--- src/rtl/stall_ctrl_if.sv ---
// Pipeline-side bundle of stall/flush requests and the controller's hold/flush outputs.
interface stall_ctrl_if;
  logic        stallreq_if;
  logic        stallreq_id;
  logic        stallreq_ex;
  logic        flush_req;
  logic [5:0]  stall_o;
  logic        flush_o;
  logic        timeout_o;
  logic [31:0] stall_cnt_o;

  modport master (
    output stallreq_if, stallreq_id, stallreq_ex, flush_req,
    input  stall_o, flush_o, timeout_o, stall_cnt_o
  );

  modport slave (
    input  stallreq_if, stallreq_id, stallreq_ex, flush_req,
    output stall_o, flush_o, timeout_o, stall_cnt_o
  );
endinterface

--- src/rtl/stall_ctrl.sv ---
// Pipeline stall/flush controller with EX-stall watchdog.
// Optional stall-cycle performance counter enabled by defining STALL_CNT_EN.
module stall_ctrl #(
  parameter int unsigned EX_TIMEOUT   = 64,
  parameter int unsigned FLUSH_CYCLES = 2
) (
  input  logic         clk,
  input  logic         rst,
  stall_ctrl_if.slave  bus
);

  typedef enum logic [1:0] {RUN, HOLD_EX, FLUSH} state_e;

  localparam logic [7:0] EX_LAST = 8'(EX_TIMEOUT - 1);
  localparam logic [2:0] FL_LOAD = 3'(FLUSH_CYCLES - 1);

  state_e     state_q, state_d;
  logic [7:0] ex_cnt_q, ex_cnt_d;
  logic [2:0] fl_cnt_q, fl_cnt_d;
  logic [5:0] stall_req;
  logic       timeout_hit;

  always_comb begin
    if (bus.stallreq_ex)      stall_req = 6'b001111;
    else if (bus.stallreq_id) stall_req = 6'b000111;
    else if (bus.stallreq_if) stall_req = 6'b000011;
    else                      stall_req = 6'b000000;
  end

  // NOTE: every output of this block gets a default first, so no path leaves a latch.
  always_comb begin
    state_d     = state_q;
    ex_cnt_d    = ex_cnt_q;
    fl_cnt_d    = fl_cnt_q;
    timeout_hit = 1'b0;
    case (state_q)
      RUN: begin
        if (bus.flush_req) begin
          state_d  = FLUSH;
          fl_cnt_d = FL_LOAD;
          ex_cnt_d = 8'd0;
        end else if (bus.stallreq_ex) begin
          state_d  = HOLD_EX;
          ex_cnt_d = 8'd1;
        end
      end
      HOLD_EX: begin
        if (bus.flush_req) begin
          state_d  = FLUSH;
          fl_cnt_d = FL_LOAD;
          ex_cnt_d = 8'd0;
        end else if (!bus.stallreq_ex) begin
          state_d  = RUN;
          ex_cnt_d = 8'd0;
        end else if (ex_cnt_q == EX_LAST) begin
          timeout_hit = 1'b1;
          state_d     = FLUSH;
          fl_cnt_d    = FL_LOAD;
          ex_cnt_d    = 8'd0;
        end else begin
          ex_cnt_d = ex_cnt_q + 8'd1;
        end
      end
      FLUSH: begin
        // A new flush request restarts the hold window instead of stacking.
        if (bus.flush_req)          fl_cnt_d = FL_LOAD;
        else if (fl_cnt_q == 3'd0)  state_d  = RUN;
        else                        fl_cnt_d = fl_cnt_q - 3'd1;
      end
      default: state_d = RUN;
    endcase
  end

  // NOTE: state uses non-blocking assignments under an async active-low reset.
  always_ff @(posedge clk or negedge rst) begin
    if (!rst) begin
      state_q  <= RUN;
      ex_cnt_q <= 8'd0;
      fl_cnt_q <= 3'd0;
    end else begin
      state_q  <= state_d;
      ex_cnt_q <= ex_cnt_d;
      fl_cnt_q <= fl_cnt_d;
    end
  end

  // Stall decode is combinational so requests see no added latency; reset masks it.
  assign bus.stall_o   = (rst && state_q != FLUSH) ? stall_req : 6'b000000;
  assign bus.flush_o   = rst && (state_q == FLUSH);
  assign bus.timeout_o = rst && timeout_hit;

`ifdef STALL_CNT_EN
  logic [31:0] stall_cnt_q;

  always_ff @(posedge clk or negedge rst) begin
    if (!rst)
      stall_cnt_q <= 32'd0;
    else if (bus.stall_o[0] && stall_cnt_q != 32'hFFFF_FFFF)
      stall_cnt_q <= stall_cnt_q + 32'd1;
  end

  assign bus.stall_cnt_o = stall_cnt_q;
`else
  assign bus.stall_cnt_o = 32'h0;
`endif

endmodule

--- src/flat_wrapper.sv ---
// flat-port wrapper written by rule: the top's interface ports become plain ports
module stall_ctrl_flat 
#(
  parameter int unsigned EX_TIMEOUT   = 64,
  parameter int unsigned FLUSH_CYCLES = 2
)
  (clk, rst, bus_stallreq_if, bus_stallreq_id, bus_stallreq_ex, bus_flush_req, bus_stall_o, bus_flush_o, bus_timeout_o, bus_stall_cnt_o);
  stall_ctrl_if bus_i ();
  input  logic clk;
  input  logic rst;
  input wire logic [$bits(bus_i.stallreq_if)-1:0] bus_stallreq_if;
  input wire logic [$bits(bus_i.stallreq_id)-1:0] bus_stallreq_id;
  input wire logic [$bits(bus_i.stallreq_ex)-1:0] bus_stallreq_ex;
  input wire logic [$bits(bus_i.flush_req)-1:0] bus_flush_req;
  output wire logic [$bits(bus_i.stall_o)-1:0] bus_stall_o;
  output wire logic [$bits(bus_i.flush_o)-1:0] bus_flush_o;
  output wire logic [$bits(bus_i.timeout_o)-1:0] bus_timeout_o;
  output wire logic [$bits(bus_i.stall_cnt_o)-1:0] bus_stall_cnt_o;
  assign bus_i.stallreq_if = bus_stallreq_if;
  assign bus_i.stallreq_id = bus_stallreq_id;
  assign bus_i.stallreq_ex = bus_stallreq_ex;
  assign bus_i.flush_req = bus_flush_req;
  assign bus_stall_o = bus_i.stall_o;
  assign bus_flush_o = bus_i.flush_o;
  assign bus_timeout_o = bus_i.timeout_o;
  assign bus_stall_cnt_o = bus_i.stall_cnt_o;
  stall_ctrl #(.EX_TIMEOUT(EX_TIMEOUT), .FLUSH_CYCLES(FLUSH_CYCLES)) u_core (.clk(clk), .rst(rst), .bus(bus_i));
endmodule
--- config.mk ---
export PLATFORM = sky130hd
export DESIGN_NAME = stall_ctrl_flat
export DESIGN_NICKNAME = d
export VERILOG_FILES = /design/src/rtl/stall_ctrl_if.sv /design/src/rtl/stall_ctrl.sv /design/src/flat_wrapper.sv
export SDC_FILE = /design/constraint.sdc
export NUM_CORES = 1
export LEC_CHECK = 0
export ABC_AREA = 1
export BUFFER_PORTS_ARGS = -buffer_cell sky130_fd_sc_hd__buf_2
export CAP_MARGIN = 20
export CORE_AREA = 2 2 72 74
export CTS_CLUSTER_DIAMETER = 150
export DETAILED_ROUTE_END_ITERATION = 10
export DIE_AREA = 0 0 74 76
export PLACE_DENSITY = 0.43
export SYNTH_ARGS = -nofsm -noshare
export SYNTH_HDL_FRONTEND = slang
export SYNTH_SLANG_ARGS = --single-unit
--- constraint.sdc ---
create_clock -name clk -period 1.78 [get_ports clk]
set_clock_uncertainty 0.05 [all_clocks]
set_input_delay 0.178 -clock clk [delete_from_list [all_inputs] [get_ports clk]]
set_output_delay 0.178 -clock clk [all_outputs]
set_load 0.01 [all_outputs]
==> flow_summary.toml, run 1 <==
[global_routing]
antenna_found_initial = 0
grt_usage = 0.07577
grt_pass1_wl_mm = 3.374
grt_pass1_vias = 753
grt_max_degree = 13
grt-ovfl-total = 0

[cells_and_area]
final_cell_area_mm2 = 0.001292
fillers = 556
final_common_cell = "nand2_1"
drive_gt1_frac = 0.2108
diodes = 0
final_cell_mix = "nand2_1, conb_1, nor2_1"
post-route-util = 0.2631
syn_to_final_growth_pct = 10.84
layout.nets = 195

[sta]
period_minus_slack_ns = 1.728
rsz0062_at_grt = "true"
setup_viol = 0
hold_violations = 0
holdWs_ns = 0.2446
slew_violations = 0
max_freq_ghz = 0.5787
timing.final.crit_share = 0.9707

[placement]
hpwlAfterDp_mm = 1.696
dpl_cell_area_mm2 = 0.001166
io_buffers = 11
gp_congestion = 0.7489

[clock_tree]
cts.path.max_buffers = 2
clkSinkCount = 13
path_clk_slew_ns = 0.06
numCtsBuffers = 3
cts.htree.levels = 1
cts_tree = "yes"
clock-root-buffer = "clkbuf_8"
clock_insertion_delay_worst_skew_ns = 0.24

[pwr]
ir_worst_vdd_v = 0.0004067
powerDensity_mw_per_mm2 = 1026
leakagePower_nw = 0.6898

[route]
wire_per_inst_um = 8.157
dr.pass1.iters = 4
ant_nets = 0
viasPerCell = 3.620
drc = 0
wl_mm = 2.080
vias = 923
drtIter0Drc = 38

[setup_path]
critPathCaptureType = "output pin"
worstPathRequired_ns = 1.55
worstPathCellList = "ha_4, nand3_4, inv_4, nand2_4, nor4_2, buf_2"
start_kind = "flip-flop"
crit_cells = 6
critPathMaxStageDelay_ns = 0.42
r2r_slack_ns = 0.37
cpLargestDelayFamily = "flip-flops"
slowest_stage = "dfrtp_1"
rr_startpoint = "u_core.ex_cnt_q[1]$_DFFE_PN0P_"
cp_max_fo = 4
path_class = "reg2out"
crit_start = "u_core.ex_cnt_q[1]$_DFFE_PN0P_"
rr_worst_depth = 9
path_buf_inv = 2
arrival_ns = 1.50

[die]
dieArea_mm2 = 0.005624
initial_core_util = 0.2374
die_h_um = 76
io_pins = 46
die_width_um = 74
core_mm2 = 0.004912
rows = 26

[synth]
yosysWarnings = 0
synth.distinct_cells = 26
yosys_register_bits = 13
ys_seq_area_frac = 0.2790
syn_area_per_cell_um2 = 6.983
synth.cell_area_mm2 = 0.001166
syn_inst = 167

[job]
max-cap-violations = 0

[hold_path]
hp-class = "in2async"

[status]
status = "finished, final reports clean"
## worst register-to-register path: cells and delay by family, from the launching register on
kind                       cells  cell delay [ns]
buffers and inverters          2             0.21
adders and majority gates      1             0.19
DFF                            1             0.42
and+or+nand+nor                6             0.43
## where the power goes
group / internal [mW] / switching [mW]
sequential: 0.360 / 0.0749
clock: 0.158 / 0.101
combinational: 0.219 / 0.414
## cells by family (layout without fill, tap and decap cells)
kind of cell / after synthesis / after routing / synth area share
AO/OA/AOI/OAI: 8 / 8 / 0.05579
XOR/XNOR: 1 / 1 / 0.007512
other: 1 / 34 / 0.003216
adder cells (fa/ha/maj): 3 / 3 / 0.03219
flip-flops: 13 / 13 / 0.2790
AND/OR/NAND/NOR: 83 / 83 / 0.3155
buffers and inverters: 58 / 43 / 0.3069
## layer usage
layer | up-vias | track usage | share of wire
li1 | 477 | - | -
met1 | 402 | 0.09894 | 0.46
met2 | 42 | 0.1188 | 0.45
met3 | 2 | 0.02381 | 0.073
met4 | 0 | 0.02182 | 0.010
met5 | - | 0 | 0
## sequential cells by signal, summed over array words and instances (netlist names)
signal / count
u_core.fl_cnt_q: 3
u_core.state_q: 2
u_core.ex_cnt_q: 8
## final cells by class
class	count	area, µm²	share of cell area
inverters	22	86.33	0.06680
clock buffers	4	45.04	0.03485
multi-input cells	129	645.6	0.4995
well taps	70	87.58	0.06776
repair buffers	17	102.6	0.07938
flip-flops and latches	13	325.3	0.2517
## timing repair
action | 4_1_cts | 5_1_grt
resized for setup | 0 | 9
endpoints found under the setup margin | 0 | 1
hold buffers | 1 | 0
buffers inserted | 0 | 4
endpoints found under the hold margin | 13 | 0
## per-stage QoR
stage,power (mW),setup slack [ns],setup TNS [ns],instances
5_1_grt,1.470,-0.02931,-0.02931,255
4_1_cts,1.313,0.06737,0,251
6_report,1.326,0.05212,0,255
3_5_place_dp,1.043,0.3352,0,246
3_3_place_gp,1.056,0.3511,0,246
2_1_floorplan,0.9886,0.3965,0,200
## synth_stat cells
cell | count | share of area
ha_1 | 3 | 0.032
nor2_2 | 2 | 0.011
a21oi_1 | 1 | 0.0043
nand2_1 | 39 | 0.13
a21oi_4 | 1 | 0.014
conb_1 | 1 | 0.0032
clkinv_2 | 1 | 0.0043
nand3_1 | 12 | 0.052
nor2_4 | 1 | 0.0097
dfrtp_1 | 13 | 0.28
nand2_2 | 3 | 0.016
a22oi_2 | 1 | 0.011
nand2_4 | 2 | 0.019
o21ai_2 | 1 | 0.0075
o211ai_1 | 1 | 0.0064
inv_1 | 18 | 0.058
buf_4 | 35 | 0.23
nor3_1 | 1 | 0.0043
o21ai_0 | 2 | 0.0086
nor2_1 | 21 | 0.068
nand4_1 | 1 | 0.0054
xnor2_1 | 1 | 0.0075
inv_2 | 3 | 0.0097
buf_6 | 1 | 0.0097
nor4_1 | 1 | 0.0054
o21ai_1 | 1 | 0.0043
## final timing paths
path / end
worst max-delay path: bus_timeout_o
min in group clk: u_core.ex_cnt_q[0]$_DFFE_PN0P_
worst min register to register: u_core.fl_cnt_q[1]$_DFFE_PN0P_
max in group asynchronous: u_core.ex_cnt_q[4]$_DFFE_PN0P_
worst max register to register: u_core.ex_cnt_q[4]$_DFFE_PN0P_
worst min-delay path: u_core.ex_cnt_q[0]$_DFFE_PN0P_
Power figures use the tool's default switching activity.
==> run 2: changes to the inputs <==
==> constraint.sdc (replaced) <==
create_clock -name clk -period 1.78 [get_ports clk]
set_clock_uncertainty 0.05 [all_clocks]
set_input_delay 0.178 -clock clk [delete_from_list [all_inputs] [get_ports clk]]
set_output_delay 0.178 -clock clk [all_outputs]
set_load 0.005 [all_outputs]
==> run 2 against run 1 <==
Wire length rose by 3.9%. Flip-flop and latch count did not move. Hold slack got worse by 0.0041 ns. Critical path type unchanged. Sequential share of layout area rose by 0.35 points. Non-clock buffer count fell by 1. Setup slack got worse by 0.026 ns. Power fell by 1.2%. Cell area fell by 1.4%. First-iteration DRC count rose by 2.6%. Clock power rose by 3%. Largest power group unchanged. Critical endpoint unchanged. Global-route usage rose by 0.71 points. Count of clock-buffer cells in the layout did not move.
==> flow_summary.toml, run 2 (synthesis results as in run 1) <==
[status]
status = "finished, final reports clean"

[route]
drtIter0Drc = 39
route.met3.wl_um = 142
drc = 0
wl_met1_um = 988
wl_met2_um = 996
maxUsedRoutingLayer = "met4"
wl_mm = 2.161
vias = 929
viasPerCell = 3.657
wire_per_inst_um = 8.508
dr.pass1.iters = 4
ant_nets = 0

[die]
rows = 26
die_h_um = 76
die_width_um = 74
core_mm2 = 0.004912
io_pins = 46
dieArea_mm2 = 0.005624
initial_core_util = 0.2374

[clock_tree]
clock_insertion_delay_worst_skew_ns = 0.25
numCtsBuffers = 3
cts.htree.levels = 1
path_clk_slew_ns = 0.06
clkSinkCount = 13
cts_tree = "yes"
cts.path.max_buffers = 2
clock-root-buffer = "clkbuf_8"

[global_routing]
antenna_found_initial = 0
grt_pass1_wl_mm = 3.608
grt_usage = 0.08291
grt_max_degree = 13
grt_pass1_vias = 785
grt-ovfl-total = 0

[cells_and_area]
drive_gt1_frac = 0.2065
multi_input_area_um2 = 638.1
post-route-util = 0.2596
fillers = 551
top_regs = "u_core.ex_cnt_q (8), u_core.fl_cnt_q (3), u_core.state_q (2)"
diodes = 0
register_area_um2 = 325.3
syn_to_final_growth_pct = 9.335
top_register = "u_core.ex_cnt_q"
final_cell_mix = "nand2_1, conb_1, nor2_1"
largest_register_ffs = 8
layout.nets = 194
final_common_cell = "nand2_1"

[setup_path]
rr_startpoint = "u_core.ex_cnt_q[1]$_DFFE_PN0P_"
start_kind = "flip-flop"
critPathCaptureType = "output pin"
critPathMaxStageDelay_ns = 0.42
reg2reg_to = "u_core.fl_cnt_q[1]$_DFFE_PN0P_"
worstPathRequired_ns = 1.55
slowest_stage = "dfrtp_1"
cp_max_fo = 4
path_class = "reg2out"
arrival_ns = 1.53
r2r_slack_ns = 0.38
worstPathCellList = "ha_4, nand3_2, inv_2, nand2_4, nor4_2, buf_2"
rr_worst_depth = 9

[placement]
hpwlAfterDp_mm = 1.746
io_buffers = 11
pre_cts_slack_ns = 0.3492
gp_congestion = 0.7660

[pwr]
powerDensity_mw_per_mm2 = 1027
p_total_mw = 1.310
ir_worst_vdd_v = 0.0003990
leakagePower_nw = 0.6862

[hold_path]
hp-class = "in2async"

[sta]
hold_violations = 0
max_freq_ghz = 0.5703
period_minus_slack_ns = 1.754
fin_ws_ns = 0.02641
timing.final.crit_share = 0.9852
slew_violations = 0
setup_viol = 0

[job]
max-cap-violations = 0
## run 2: per-stage QoR
| stage | instances | hold WS, ns | setup TNS (ns) | instance area (µm²) |
|---|---|---|---|---|
| floorplan | 200 | -0.1676 | 0 | 1290 |
| global placement | 246 | -0.02826 | 0 | 1166 |
| detailed placement | 246 | -0.02756 | 0 | 1166 |
| CTS | 251 | 0.2336 | 0 | 1221 |
| global route | 254 | 0.2551 | -0.007851 | 1275 |
| finish | 254 | 0.2405 | 0 | 1275 |
## run 2: worst max path at each step
stage	startpoint	endpoint	cells after the start	slack, ns
final	u_core.ex_cnt_q[1]$_DFFE_PN0P_	bus_timeout_o	6	0.03
after global routing	u_core.ex_cnt_q[0]$_DFFE_PN0P_	bus_timeout_o	6	-0.008
after CTS	u_core.ex_cnt_q[0]$_DFFE_PN0P_	bus_timeout_o	6	0.07
after detailed placement	u_core.ex_cnt_q[0]$_DFFE_PN0P_	bus_timeout_o	6	0.35
after global placement	u_core.ex_cnt_q[0]$_DFFE_PN0P_	bus_timeout_o	6	0.37
after floorplan	u_core.ex_cnt_q[0]$_DFFE_PN0P_	bus_timeout_o	5	0.54
## run 2: metal layers
| layer | GRT usage | vias up |
|---|---|---|
| met5 | 0 | - |
| met3 | 0.02778 | 4 |
| met4 | 0.02727 | 0 |
| met2 | 0.1286 | 32 |
| met1 | 0.1069 | 420 |
| li1 | - | 473 |
## run 2: worst max-delay path, delay by kind of cell (launching register included)
family / cells / cell delay [ns]
adder cells (fa/ha/maj): 1 / 0.17
buffers and inverters: 2 / 0.24
flip-flops: 1 / 0.42
AND/OR/NAND/NOR: 3 / 0.43
## run 2: layout make-up
| class | instances | share of cell area |
|---|---|---|
| tap | 70 | 0.06869 |
| sequential | 13 | 0.2552 |
| clock buffer | 4 | 0.03533 |
| timing repair buffer | 16 | 0.07458 |
| inverter | 22 | 0.06575 |
| multi-input combinational | 129 | 0.5005 |
## run 2: what timing repair did
item,CTS,global route
buffers inserted,0,3
setup endpoints to repair,0,1
hold buffers,1,0
resized for setup,0,7
hold endpoints to repair,13,0
## run 2: where the power goes
part	switching, mW	internal (mW)
Clock	0.107	0.158
Combinational	0.390	0.219
Sequential	0.0761	0.360
Total	0.573	0.737
==> run 3: changes to the inputs <==
--- a/config.mk
+++ b/config.mk
@@ -8,11 +8,11 @@
 export ABC_AREA = 1
 export BUFFER_PORTS_ARGS = -buffer_cell sky130_fd_sc_hd__buf_2
 export CAP_MARGIN = 20
-export CORE_AREA = 2 2 72 74
+export CORE_AREA = 2 2 44 66
 export CTS_CLUSTER_DIAMETER = 150
 export DETAILED_ROUTE_END_ITERATION = 10
-export DIE_AREA = 0 0 74 76
-export PLACE_DENSITY = 0.43
+export DIE_AREA = 0 0 46 68
+export PLACE_DENSITY = 0.74
 export SYNTH_ARGS = -nofsm -noshare
 export SYNTH_HDL_FRONTEND = slang
 export SYNTH_SLANG_ARGS = --single-unit
==> run 3 against run 2 <==
Power fell by 2.2%. Critical endpoint is now bus_stall_o[1]. Non-clock buffer count shrank 2. Largest power group unchanged. Via count fell by 4.3%.
==> flow_summary.toml, run 3 (synthesis results as in run 1) <==
[placement]
io_buffers = 11
gp_congestion = 0.7859
hpwlAfterDp_mm = 1.519
pre_cts_slack_ns = 0.3330
dp_cells = 201

[sta]
period_minus_slack_ns = 1.669
slew_violations = 0
max_freq_ghz = 0.5990
fin_ws_ns = 0.1106
hold_violations = 0
timing.final.crit_share = 0.9378
setup_tns_ns = 0
setup_viol = 0
rsz0062_at_grt = "false"

[setup_path]
arrival_ns = 1.44
path_class = "in2out"
r2r_slack_ns = 0.36
rr_worst_depth = 8
critPathCaptureType = "output pin"
worstPathRequired_ns = 1.55
reg2reg_to = "u_core.ex_cnt_q[4]$_DFFE_PN0P_"
start_kind = "input port"
rr_startpoint = "u_core.ex_cnt_q[0]$_DFFE_PN0P_"
cp_max_fo = 9
crit_start = "rst"

[cells_and_area]
diodes = 0
multi_input_area_um2 = 613.1
final_cell_mix = "nand2_1, conb_1, nor2_1"
drive_gt1_frac = 0.1758
top_regs = "u_core.ex_cnt_q (8), u_core.fl_cnt_q (3), u_core.state_q (2)"
layout.nets = 192
fillers = 286
largest_register_ffs = 8
top_register = "u_core.ex_cnt_q"
syn_to_final_growth_pct = 1.287
register_area_um2 = 325.3
final_common_cell = "nand2_1"
layoutNonFillerInstCount = 207
post-route-util = 0.4560

[clock_tree]
clkSinkCount = 13
cts_tree = "yes"
cts.htree.levels = 1
cts.path.max_buffers = 2
clock-root-buffer = "clkbuf_8"
path_clk_slew_ns = 0.06
numCtsBuffers = 3
clock_insertion_delay_worst_skew_ns = 0.24

[die]
io_pins = 46
die_width_um = 46
rows = 23
core_mm2 = 0.002590
dieArea_mm2 = 0.003128
initial_core_util = 0.4502
die_h_um = 68

[route]
drtIter0Drc = 14
wl_mm = 1.871
drc = 0
viasPerCell = 4.295
dr.pass1.iters = 4
wire_per_inst_um = 9.039
ant_nets = 0
vias = 889

[global_routing]
grt_max_degree = 13
antenna_found_initial = 0
grt_usage = 0.1280
grt_pass1_vias = 694
grt_pass1_wl_mm = 2.925
grt-ovfl-total = 0

[pwr]
leakagePower_nw = 0.6645
powerDensity_mw_per_mm2 = 1085
ir_worst_vdd_v = 0.0007552

[job]
max-cap-violations = 0

[hold_path]
hp-class = "in2async"

[status]
status = "finished, final reports clean"
[run 3: cell count changes in the layout (fill, tap and decap cells not counted), sizes merged]
cell | previous run | this run
buf | 15 | 12
clkbuf | 4 | 5
[run 3: power by group]
| group | internal, mW | switching, mW |
|---|---|---|
| sequential | 0.360 | 0.0675 |
| combinational | 0.213 | 0.380 |
| clock | 0.158 | 0.103 |
| total | 0.731 | 0.551 |
[run 3: through the flow]
| stage | area (µm²) | hold WS, ns | total power [mW] |
|---|---|---|---|
| floorplan | 1290 | -0.1676 | 0.9587 |
| global placement | 1110 | -0.008164 | 0.9983 |
| detailed placement | 1110 | -0.01067 | 1.006 |
| CTS | 1165 | 0.2673 | 1.276 |
| global route | 1181 | 0.2846 | 1.397 |
| finish | 1181 | 0.2634 | 1.281 |
[run 3: timing repair]
item | CTS | global route
buffers inserted | 0 | 1
gates resized for setup | 0 | 2
setup endpoints to repair | 0 | 3
hold buffers | 1 | 0
endpoints found under the hold margin | 13 | 0
[run 3: worst max path at each step]
stage,to,slack (ns),depth (start not counted)
floorplan,bus_timeout_o,0.54,5
global placement,bus_timeout_o,0.36,6
detailed placement,bus_timeout_o,0.33,6
CTS,bus_stall_o[1],0.05,6
global route,bus_timeout_o,0.002,6
finish,bus_stall_o[1],0.11,6
[run 3: cell type report]
class | instances | area share
clock buffers | 4 | 0.03814
repair buffers | 14 | 0.06992
inverters | 22 | 0.07097
flip-flops and latches | 13 | 0.2754
well taps | 25 | 0.02648
multi-input cells | 129 | 0.5191
[run 3: routing by layer]
metal,part of all wire,GRT usage,up-vias
met5,0,0,-
met4,0.022,0.06429,0
met3,0.041,0.01583,4
met2,0.52,0.2153,28
met1,0.42,0.1550,387
li1,-,-,470
[run 3: critical path, stage by stage]
cell	delay, ns
dlygate4sd3_1	0.52
clkbuf_4	0.20
buf_4	0.18
nand2_1	0.11
nor2_1	0.12
buf_2	0.13
